==> src/rtl/step_pulse_generator.sv <==
// Stepper-motor step pulse generator with trapezoidal/triangular rate profile.
// Latency: first step rises 1+DIR_SETUP cycles after start; done pulses the cycle after the last period ends.
// Backpressure: none; start is ignored while a move is active, stop aborts into DONE on the next cycle.
//
// Ports:
//   clk, reset (sync, active-low)    - clock and reset
//   start, stop                      - move request / abort
//   new_par[0:4]                     - {N, nn, t0, tna, delta}; delta is signed
//   dir_in                           - requested direction, latched on start
//   step, dir                        - driver outputs
//   busy, done                       - move in progress / one-cycle completion pulse
//   step_cnt                         - steps issued in the current or last move
module step_pulse_generator #(
  parameter int PULSE_WIDTH = 10,
  parameter int DIR_SETUP   = 5,
  parameter int MIN_PERIOD  = 2 * PULSE_WIDTH
) (
  input  logic        clk,
  input  logic        reset,
  input  logic        start,
  input  logic        stop,
  input  logic [31:0] new_par [0:4],
  input  logic        dir_in,
  output logic        step,
  output logic        dir,
  output logic        busy,
  output logic        done,
  output logic [31:0] step_cnt
);

  typedef enum logic [1:0] {IDLE, SETUP, RUN, DONE} state_t;

  localparam logic [31:0]        PW         = 32'(PULSE_WIDTH);
  localparam logic [31:0]        SETUP_LAST = 32'(DIR_SETUP - 1);
  localparam logic signed [63:0] MIN_P      = 64'(MIN_PERIOD);

  state_t             state_q, state_d;
  logic [31:0]        n_q, n_d, nn_q, nn_d, t0_q, t0_d, tna_q, tna_d, delta_q, delta_d;
  logic [31:0]        m_q, m_d;          // ramp index min(k, N-1-k) of the current step
  logic [31:0]        cnt_q, cnt_d;      // cycle counter within SETUP or within a step period
  logic [31:0]        step_cnt_q, step_cnt_d;
  logic signed [63:0] nom_q, nom_d;      // t0 + m*delta, maintained by add/subtract only
  logic               step_q, step_d, dir_q, dir_d;

  logic signed [63:0] t0_s, tna_s, delta_s, lo_s, hi_s, sel_s, clamp_s;
  logic [63:0]        period;
  logic               period_end, last_step, ramp_up, ramp_flat;

  // Period of the current step, from the ramp state and latched parameters.
  always_comb begin
    t0_s    = {32'd0, t0_q};
    tna_s   = {32'd0, tna_q};
    delta_s = {{32{delta_q[31]}}, delta_q};
    lo_s    = (t0_s < tna_s) ? t0_s : tna_s;
    hi_s    = (t0_s < tna_s) ? tna_s : t0_s;
    sel_s   = (m_q < nn_q) ? nom_q : tna_s;
    clamp_s = sel_s;
    if (sel_s < lo_s) begin
      clamp_s = lo_s;
    end else if (sel_s > hi_s) begin
      clamp_s = hi_s;
    end
    if (clamp_s < MIN_P) begin
      clamp_s = MIN_P;
    end
    period     = clamp_s;
    period_end = ({32'd0, cnt_q} + 64'd1) == period;
    last_step  = (step_cnt_q == n_q);
    // With step_cnt = k+1 steps issued: m rises while 2k+3 <= N, holds at the
    // even-N midpoint (2k+2 == N), and falls otherwise.
    ramp_up    = ({1'b0, step_cnt_q, 1'b0} + 34'd1) <= {2'b00, n_q};
    ramp_flat  = {1'b0, step_cnt_q, 1'b0} == {2'b00, n_q};
  end

  always_comb begin
    state_d    = state_q;
    n_d        = n_q;
    nn_d       = nn_q;
    t0_d       = t0_q;
    tna_d      = tna_q;
    delta_d    = delta_q;
    m_d        = m_q;
    cnt_d      = cnt_q;
    step_cnt_d = step_cnt_q;
    nom_d      = nom_q;
    step_d     = step_q;
    dir_d      = dir_q;
    case (state_q)
      IDLE: begin
        if (start) begin
          n_d        = new_par[0];
          nn_d       = new_par[1];
          t0_d       = new_par[2];
          tna_d      = new_par[3];
          delta_d    = new_par[4];
          dir_d      = dir_in;
          step_cnt_d = 32'd0;
          cnt_d      = 32'd0;
          m_d        = 32'd0;
          nom_d      = {32'd0, new_par[2]};
          state_d    = SETUP;
        end
      end
      SETUP: begin
        if (stop) begin
          step_d  = 1'b0;
          state_d = DONE;
        end else if (n_q == 32'd0) begin
          state_d = DONE;
        end else if (cnt_q == SETUP_LAST) begin
          // Step is registered, so it rises on the first RUN cycle.
          cnt_d      = 32'd0;
          step_d     = 1'b1;
          step_cnt_d = 32'd1;
          state_d    = RUN;
        end else begin
          cnt_d = cnt_q + 32'd1;
        end
      end
      RUN: begin
        if (stop) begin
          step_d  = 1'b0;
          state_d = DONE;
        end else if (period_end) begin
          if (last_step) begin
            step_d  = 1'b0;
            state_d = DONE;
          end else begin
            cnt_d      = 32'd0;
            step_d     = 1'b1;
            step_cnt_d = step_cnt_q + 32'd1;
            if (ramp_up) begin
              m_d   = m_q + 32'd1;
              nom_d = nom_q + delta_s;
            end else if (!ramp_flat) begin
              m_d   = m_q - 32'd1;
              nom_d = nom_q - delta_s;
            end
          end
        end else begin
          cnt_d  = cnt_q + 32'd1;
          step_d = (cnt_q + 32'd1) < PW;
        end
      end
      DONE: begin
        state_d = IDLE;
      end
      default: begin
        state_d = IDLE;
      end
    endcase
  end

  always_ff @(posedge clk) begin
    if (!reset) begin
      state_q    <= IDLE;
      n_q        <= 32'd0;
      nn_q       <= 32'd0;
      t0_q       <= 32'd0;
      tna_q      <= 32'd0;
      delta_q    <= 32'd0;
      m_q        <= 32'd0;
      cnt_q      <= 32'd0;
      step_cnt_q <= 32'd0;
      nom_q      <= 64'sd0;
      step_q     <= 1'b0;
      dir_q      <= 1'b0;
    end else begin
      state_q    <= state_d;
      n_q        <= n_d;
      nn_q       <= nn_d;
      t0_q       <= t0_d;
      tna_q      <= tna_d;
      delta_q    <= delta_d;
      m_q        <= m_d;
      cnt_q      <= cnt_d;
      step_cnt_q <= step_cnt_d;
      nom_q      <= nom_d;
      step_q     <= step_d;
      dir_q      <= dir_d;
    end
  end

  assign step     = step_q;
  assign dir      = dir_q;
  assign busy     = (state_q == SETUP) || (state_q == RUN);
  assign done     = (state_q == DONE);
  assign step_cnt = step_cnt_q;

endmodule

==> config.mk <==
export PLATFORM = sky130hd
export DESIGN_NAME = step_pulse_generator
export DESIGN_NICKNAME = d
export VERILOG_FILES = /design/src/rtl/step_pulse_generator.sv
export SDC_FILE = /design/constraint.sdc
export NUM_CORES = 1
export LEC_CHECK = 0
export BUFFER_PORTS_ARGS = -buffer_cell sky130_fd_sc_hd__buf_4
export CAP_MARGIN = 0
export CELL_PAD_IN_SITES_DETAIL_PLACEMENT = 0
export CELL_PAD_IN_SITES_GLOBAL_PLACEMENT = 1
export CORE_ASPECT_RATIO = 0.7
export CORE_MARGIN = 2
export CORE_UTILIZATION = 30
export CTS_CLUSTER_SIZE = 28
export DETAILED_ROUTE_END_ITERATION = 16
export PLACE_DENSITY_LB_ADDON = 0.1
export SLEW_MARGIN = 20
export SYNTH_ARGS = -nofsm -noshare
export SYNTH_HDL_FRONTEND = slang
export SYNTH_SLANG_ARGS = --single-unit
==> constraint.sdc <==
create_clock -name clk -period 9.55 [get_ports clk]
set_input_delay 0.4775 -clock clk [delete_from_list [all_inputs] [get_ports clk]]
set_output_delay 0.4775 -clock clk [all_outputs]
set_load 0.005 [all_outputs]
==> Yosys cells after proc, flatten, opt, wreduce, memory -nomap -nowiden <==
Cells that the tools add are included.
{ "classes": {"addsub": 8, "mul": 0, "div": 0, "magnitude_cmp": 7, "eq_ne": 21, "n_shift": 0, "n_mux": 49, "n_bitwise": 0, "reduce_logical": 12} }
{ "op_table": {"columns": ["cell", "count"], "rows": [
  ["$mux W32", 20],
  ["$mux W64", 10],
  ["$pmux W32 S3", 2],
  ["$pmux W64 S2", 1],
  ["$add A32 B1 Y32 const B", 3],
  ["$add A64 B32 Y64", 1],
  ["$eq A33 B64 Y1", 1],
  ["$gt A64 B33 Y1", 1],
  ["$lt A32 B32 Y1", 2],
  ["$lt A64 B33 Y1", 1],
  ["$lt A64 B6 Y1 const B", 1],
  ["$pmux W32 S2", 1],
  ["$sub A64 B32 Y64", 1],
  ["$add A33 B1 Y34 const B", 1],
  ["$le A34 B32 Y1", 1],
  ["$add A32 B1 Y33 const B", 1],
  ["$eq A33 B32 Y1", 1],
  ["$eq A32 B3 Y1 const B", 1],
  ["$eq A32 B32 Y1", 1],
  ["$logic_not A32 Y1", 1],
  ["$lt A32 B4 Y1 const B", 1],
  ["$sub A32 B1 Y32 const B", 1],
  ["$ne A3 B3 Y1 const B", 6],
  ["$mux W2", 7],
  ["16 further kinds", 30]
]} }
{ "totals": {"ff_bits": 324, "latchBits": 0, "ramBits": 0, "mem_bits_ro": 0, "word_cells": 109, "mem_count": 0} }

==> Longest topological paths before layout <==
{ "depth": {"word_depth": 11, "mapped_depth": 45, "mapped_depth_nobuf": 35} }

==> Worst setup path after synthesis <==
Ideal clock, no wire load.
{ "synth_timing": {"kind": "register to register", "startpoint": "register tna_q[21]", "endpoint": "register m_q[12]", "setup_time_ns": 0.070, "arrival_time_ns": 9.335, "required_ns": 9.480, "setup_slack_ns": 0.145, "path_stages_with_launch": 41, "path_buffers": 10, "cell_sequence": "dfxtp_1 inv_1 ha_1 nand4_1 nor4_1 a22o_1 a2111oi_1 a21oi_1 buf_2 buf_2 buf_1 clkbuf_1 clkbuf_1 a21oi_1 ha_1 nand4_1 nor4_1 nand3b_1 [5 not listed] o21ai_0 nor3_1 nand4b_1 o31ai_1 o2111a_1 ha_1 clkbuf_1 buf_1 buf_2 nor2_1 o21a_1 or4_4 a211oi_4 nor3b_4 a21boi_2 buf_2 or4_1 a21oi_1"} }
{ "synth_via": {"elab_chain_len": 10, "word_cells_on_any_way": 13} }
{ "synth_lines": {"columns": ["item", "line", "rtl"], "rows": [
  ["from (decl)", "38", "logic [31:0] n_q, n_d, nn_q, nn_d, t0_q, t0_d, tna_q, tna_d, delta_q, delta_d;"],
  ["from (signal assigned)", "173", "tna_q <= tna_d;"],
  ["$lt A32 B32 Y1", "54, 55", null],
  ["$mux W32", "55", "hi_s = (t0_s < tna_s) ? tna_s : t0_s;"],
  ["$gt A64 B33 Y1", "60", "end else if (sel_s > hi_s) begin"],
  ["$mux W64", "60", null],
  ["$mux W64 (*)", "58", "if (sel_s < lo_s) begin"],
  ["$lt A64 B6 Y1", "63", "if (clamp_s < MIN_P) begin"],
  ["$mux W64 (*)", "63", null],
  ["$eq A33 B64 Y1 (*)", "67", "period_end = ({32'd0, cnt_q} + 64'd1) == period;"],
  ["$ne A2 B2 Y1 (no source line) (*)", null, null],
  ["$reduce_and A6 Y1 (no source line) (*)", null, null],
  ["to (signal assigned)", "175", "m_q <= m_d;"],
  ["to (decl)", "39", "logic [31:0] m_q, m_d;"]
]} }
Every way passes the cells marked *; elsewhere a longest branch is shown, timed or not.
A chain may end at the register's enable or synchronous reset.

==> Worst setup path in the final report <==
{ "layout_timing": {"startpoint": "register tna_q[9]", "endpoint": "register step_cnt_q[13] (netlist: step_cnt[13])"} }
{ "layout_via": {"elab_chain_len": 10, "word_cells_on_any_way": 13} }
{ "layout_lines": {"columns": ["item", "line", "rtl"], "rows": [
  ["$lt A32 B32 Y1", "54, 55", null],
  ["$mux W32", "55", null],
  ["$gt A64 B33 Y1", "60", null],
  ["$mux W64", "60", null],
  ["$mux W64 (*)", "58", null],
  ["$lt A64 B6 Y1", "63", null],
  ["$mux W64 (*)", "63", null],
  ["$eq A33 B64 Y1 (*)", "67", null],
  ["$ne A2 B2 Y1 (no source line) (*)", null, null],
  ["$reduce_and A8 Y1 (no source line) (*)", null, null],
  ["to (signal assigned)", "177", "step_cnt_q <= step_cnt_d;"],
  ["to (decl)", "41", "logic [31:0] step_cnt_q, step_cnt_d;"]
]} }
Marks and branches as above.

==> impl_metrics.ini <==
[status]
result_of_the_run = completed

[global_routing]
grt_pass1_wl_um = 168000
gr-usage-all-layers_pct = 24.4
grt_pass1_vias = 25345
grt_max_degree = 104
grt.overflow.total = 0
antenna_found_initial = 1

[route]
detail_route.drc_violations = 0
drt-initial-drc-count = 2512
totalWireLength_um = 113000
detail-route-antenna-nets = 0
vias = 27246
drt-pass1-iter-count = 7
drt-vias-per-instance = 5.46
drt-wirelength-per-cell_um = 22.7

[setup_path]
crit_path_end_kind = flip-flop
timing.critical_path.fanout_max = 49
critPathTopFamily = compound AO/OA/AOI/OAI gates
critPathKind = flip-flop to flip-flop
critPathSlowestCell = or4_1
critPathRequiredTime_ns = 10.07
ff2ff_setup_slack_ns = 0.35
worst-endpoint-arrival_ns = 9.71
worstSetupStartpointType = flip-flop
r2r_end = step_cnt[13]
cell_count_of_the_worst_reg_to_reg_path = 36
worst_path_largest_cell_delay_ns = 0.51
cp_num_buf_inv = 8
r2r_start = tna_q[9]

[die]
start_util_pct = 30.4
boundaryPins = 201
core.rowCount = 90
fp.dieH_um = 252
coreArea_mm2 = 0.0865
dieArea_mm2 = 0.0901
die_x_um = 358

[power_and_ir_drop]
p_clk_share_pct = 15.9
cellLeakagePower_nw = 13.7
pwr-share-comb_pct = 68.0
seq_power_share_pct = 16.1
p_int_mw = 5.33
netSwitchingPower_mw = 5.63
max-vdd-ir-drop_mv = 0.238
power_density_mw_per_mm2 = 344
share_of_total_power_consumed_by_net_switching_pct = 51.4

[timing]
worstMarginPinSlew_ns = 1.01
final_hold_viol_count = 0
slew_headroom_pct = 30.5
rsz0062_at_grt = false
final-max-slew-violation-count = 0
final_sum_of_negative_setup_slack_ns = 0
top_achievable_clock_speed_ghz = 0.109
finalWorstPathRequiredPeriod_ns = 9.20
finalHoldWorstSlack_ns = 0.122
report.final.setup_viol = 0
min_period_over_period_pct = 96.3
finalClockSkew_ns = 0.0279

[placed_design]
place_hpwl_um = 89900
port_buffers = 200
placement.cell_area_mm2 = 0.0302
gp_routability_congestion = 0.996

[hold_path]
min_delay_worst_endpoint = tna_q[10]
timing.hold.worst.start = new_par[42]
worstHoldPathCells = 3
timing.hold.worst.class = input pin to flip-flop

[clocking]
cts_sinks = 324
clkSlewWorstSetupHoldPaths_ns = 0.07
tritoncts = yes
cts_inserted_buffers = 41
cts_root_buf = clkbuf_16
post_cts_hold_buffer_count = 0
clock_tree.buffer_depth = 3
clkLatencyLatePin_ns = 0.60
cts.htree.levels = 2

[cells_and_area]
layout.cells.most_common = nand2_1
design.final.nets = 4239
drive_above_1_share_pct = 14.3
final_core_util_pct = 36.8
n_diodes = 0
final_design_area_no_fill_mm2 = 0.0318
highest_count_cells_in_the_layout_ignoring_fill_and_taps = nand2_1, a21oi_1, buf_4
area_delta_synth_final_pct = 20.9

[synthesis]
synth_sequential_area_ratio_pct = 24.6
mappedNetlistArea_mm2 = 0.0263
synthesis.yosys.warnings = 0
yosys_register_bits = 324
synth_edf_count = 0
synthesis.area_per_instance_um2 = 7.41
synthCells = 3550
postSynthNetCount = 3976
synth_flop_cell = dfxtp_1
async_set_or_reset_flop_fraction_in_the_synthesized_netlist_pct = 0
synth.distinct_cells = 93

[job]
cap_viol_max_count = 0
## registers in the layout (all words and copies together), names as in the netlist
signal	count
n_q	32
state_q	2
tna_q	32
delta_q	32
dir	1
cnt_q	32
step_cnt	32
step	1
t0_q	32
m_q	32
nom_q	64
nn_q	32
## power groups by stage
stage,sequential [mW],clock (mW),combinational (mW)
floorplan,1.69,0,4.26
global placement,1.80,0,7.16
detailed placement,1.80,0,7.04
CTS,1.77,1.80,7.09
global route,1.79,1.85,7.94
finish,1.77,1.74,7.45
## tightest hold or removal path, delay by kind of cell
kind	cells	cell delay, ns
simple gates	1	0.05
compound gates	1	0.05
buf+inv	1	0.11
## synthesized netlist by cell type, drive strengths merged (7+ instances only)
library cell,instances,area share (%)
nand3,89,1.7
or2,15,0.36
o41ai,10,0.33
nand2,575,8.2
mux2,14,0.61
a22oi,7,0.20
a31oi,20,0.48
xor2,84,2.8
nor2,196,2.8
dfxtp,324,25
nor2b,42,1.0
a21oi,432,8.2
xnor2,98,3.3
nand4,80,1.9
a21boi,14,0.41
o22ai,9,0.21
a2111oi,8,0.34
o21a,29,0.83
a31o,9,0.33
or3,47,1.1
o21bai,13,0.37
a211oi,73,2.1
o211ai,13,0.37
inv,180,2.6
buf,49,0.99
o21ai,172,3.3
nor4,69,1.7
ha,259,12
a21o,71,2.0
clkbuf,132,1.9
nor3,50,0.95
a221oi,7,0.23
and3,31,0.74
a211o,10,0.33
and4,11,0.37
nand2b,29,0.69
or4,27,0.78
o31ai,30,0.91
and2,19,0.45
nand3b,21,0.60
mux2i,54,2.1
a221o,8,0.30
a22o,23,0.77
## cell families after synthesis
logic type | after synthesis | synth area share (%)
AO/OA/AOI/OAI | 1027 | 24.5
adder cells (fa/ha/maj) | 261 | 12.5
AND/OR/NAND/NOR | 1325 | 24.2
multiplexers | 68 | 2.67
flip-flops | 324 | 24.6
buffers and inverters | 362 | 5.46
XOR/XNOR | 182 | 6.06
other | 1 | 0.0143
## area by class of cell
cell class,instances,area [um2]
Sequential cell,324,6490
Clock inverter,23,324
Multi-Input combinational cell,2865,18600
Inverter,181,687
Timing Repair Buffer,400,3150
Fill cell,9291,54700
Tap cell,1150,1440
Clock buffer,51,1140
## layer usage
metal,track usage (%),share of wire [%]
met5,0,0.011
met4,4.53,1.7
met3,3.88,6.8
met2,33.7,39
met1,38.9,52
## stage by stage
step	power (mW)	std cells	setup WS (ns)
after global placement	8.95	4913	-0.0206
after CTS	10.7	4987	0.0161
after floorplan	5.95	3550	0.145
after global routing	11.6	4994	0.0446
final	11.0	4994	0.351
after detailed placement	8.84	4913	-0.113
## timing repair
item | in CTS | in global routing
endpoints found under the setup margin | 60 | 163
endpoints found under the hold margin | 0 | 0
buffers inserted | 0 | 5
cloned | 0 | 2
resized for setup | 4 | 27
pin swaps | 0 | 6
## worst max-delay path by stage
stage,start,end,depth (start not counted)
floorplan,tna_q[21],m_q[12],40
global placement,nn_q[15],step_cnt[24],33
detailed placement,nn_q[15],step_cnt[15],34
CTS,nn_q[15],step_cnt[13],34
global route,tna_q[9],step_cnt[15],39
finish,tna_q[9],step_cnt[13],36
(Power assumes the default switching activity.)
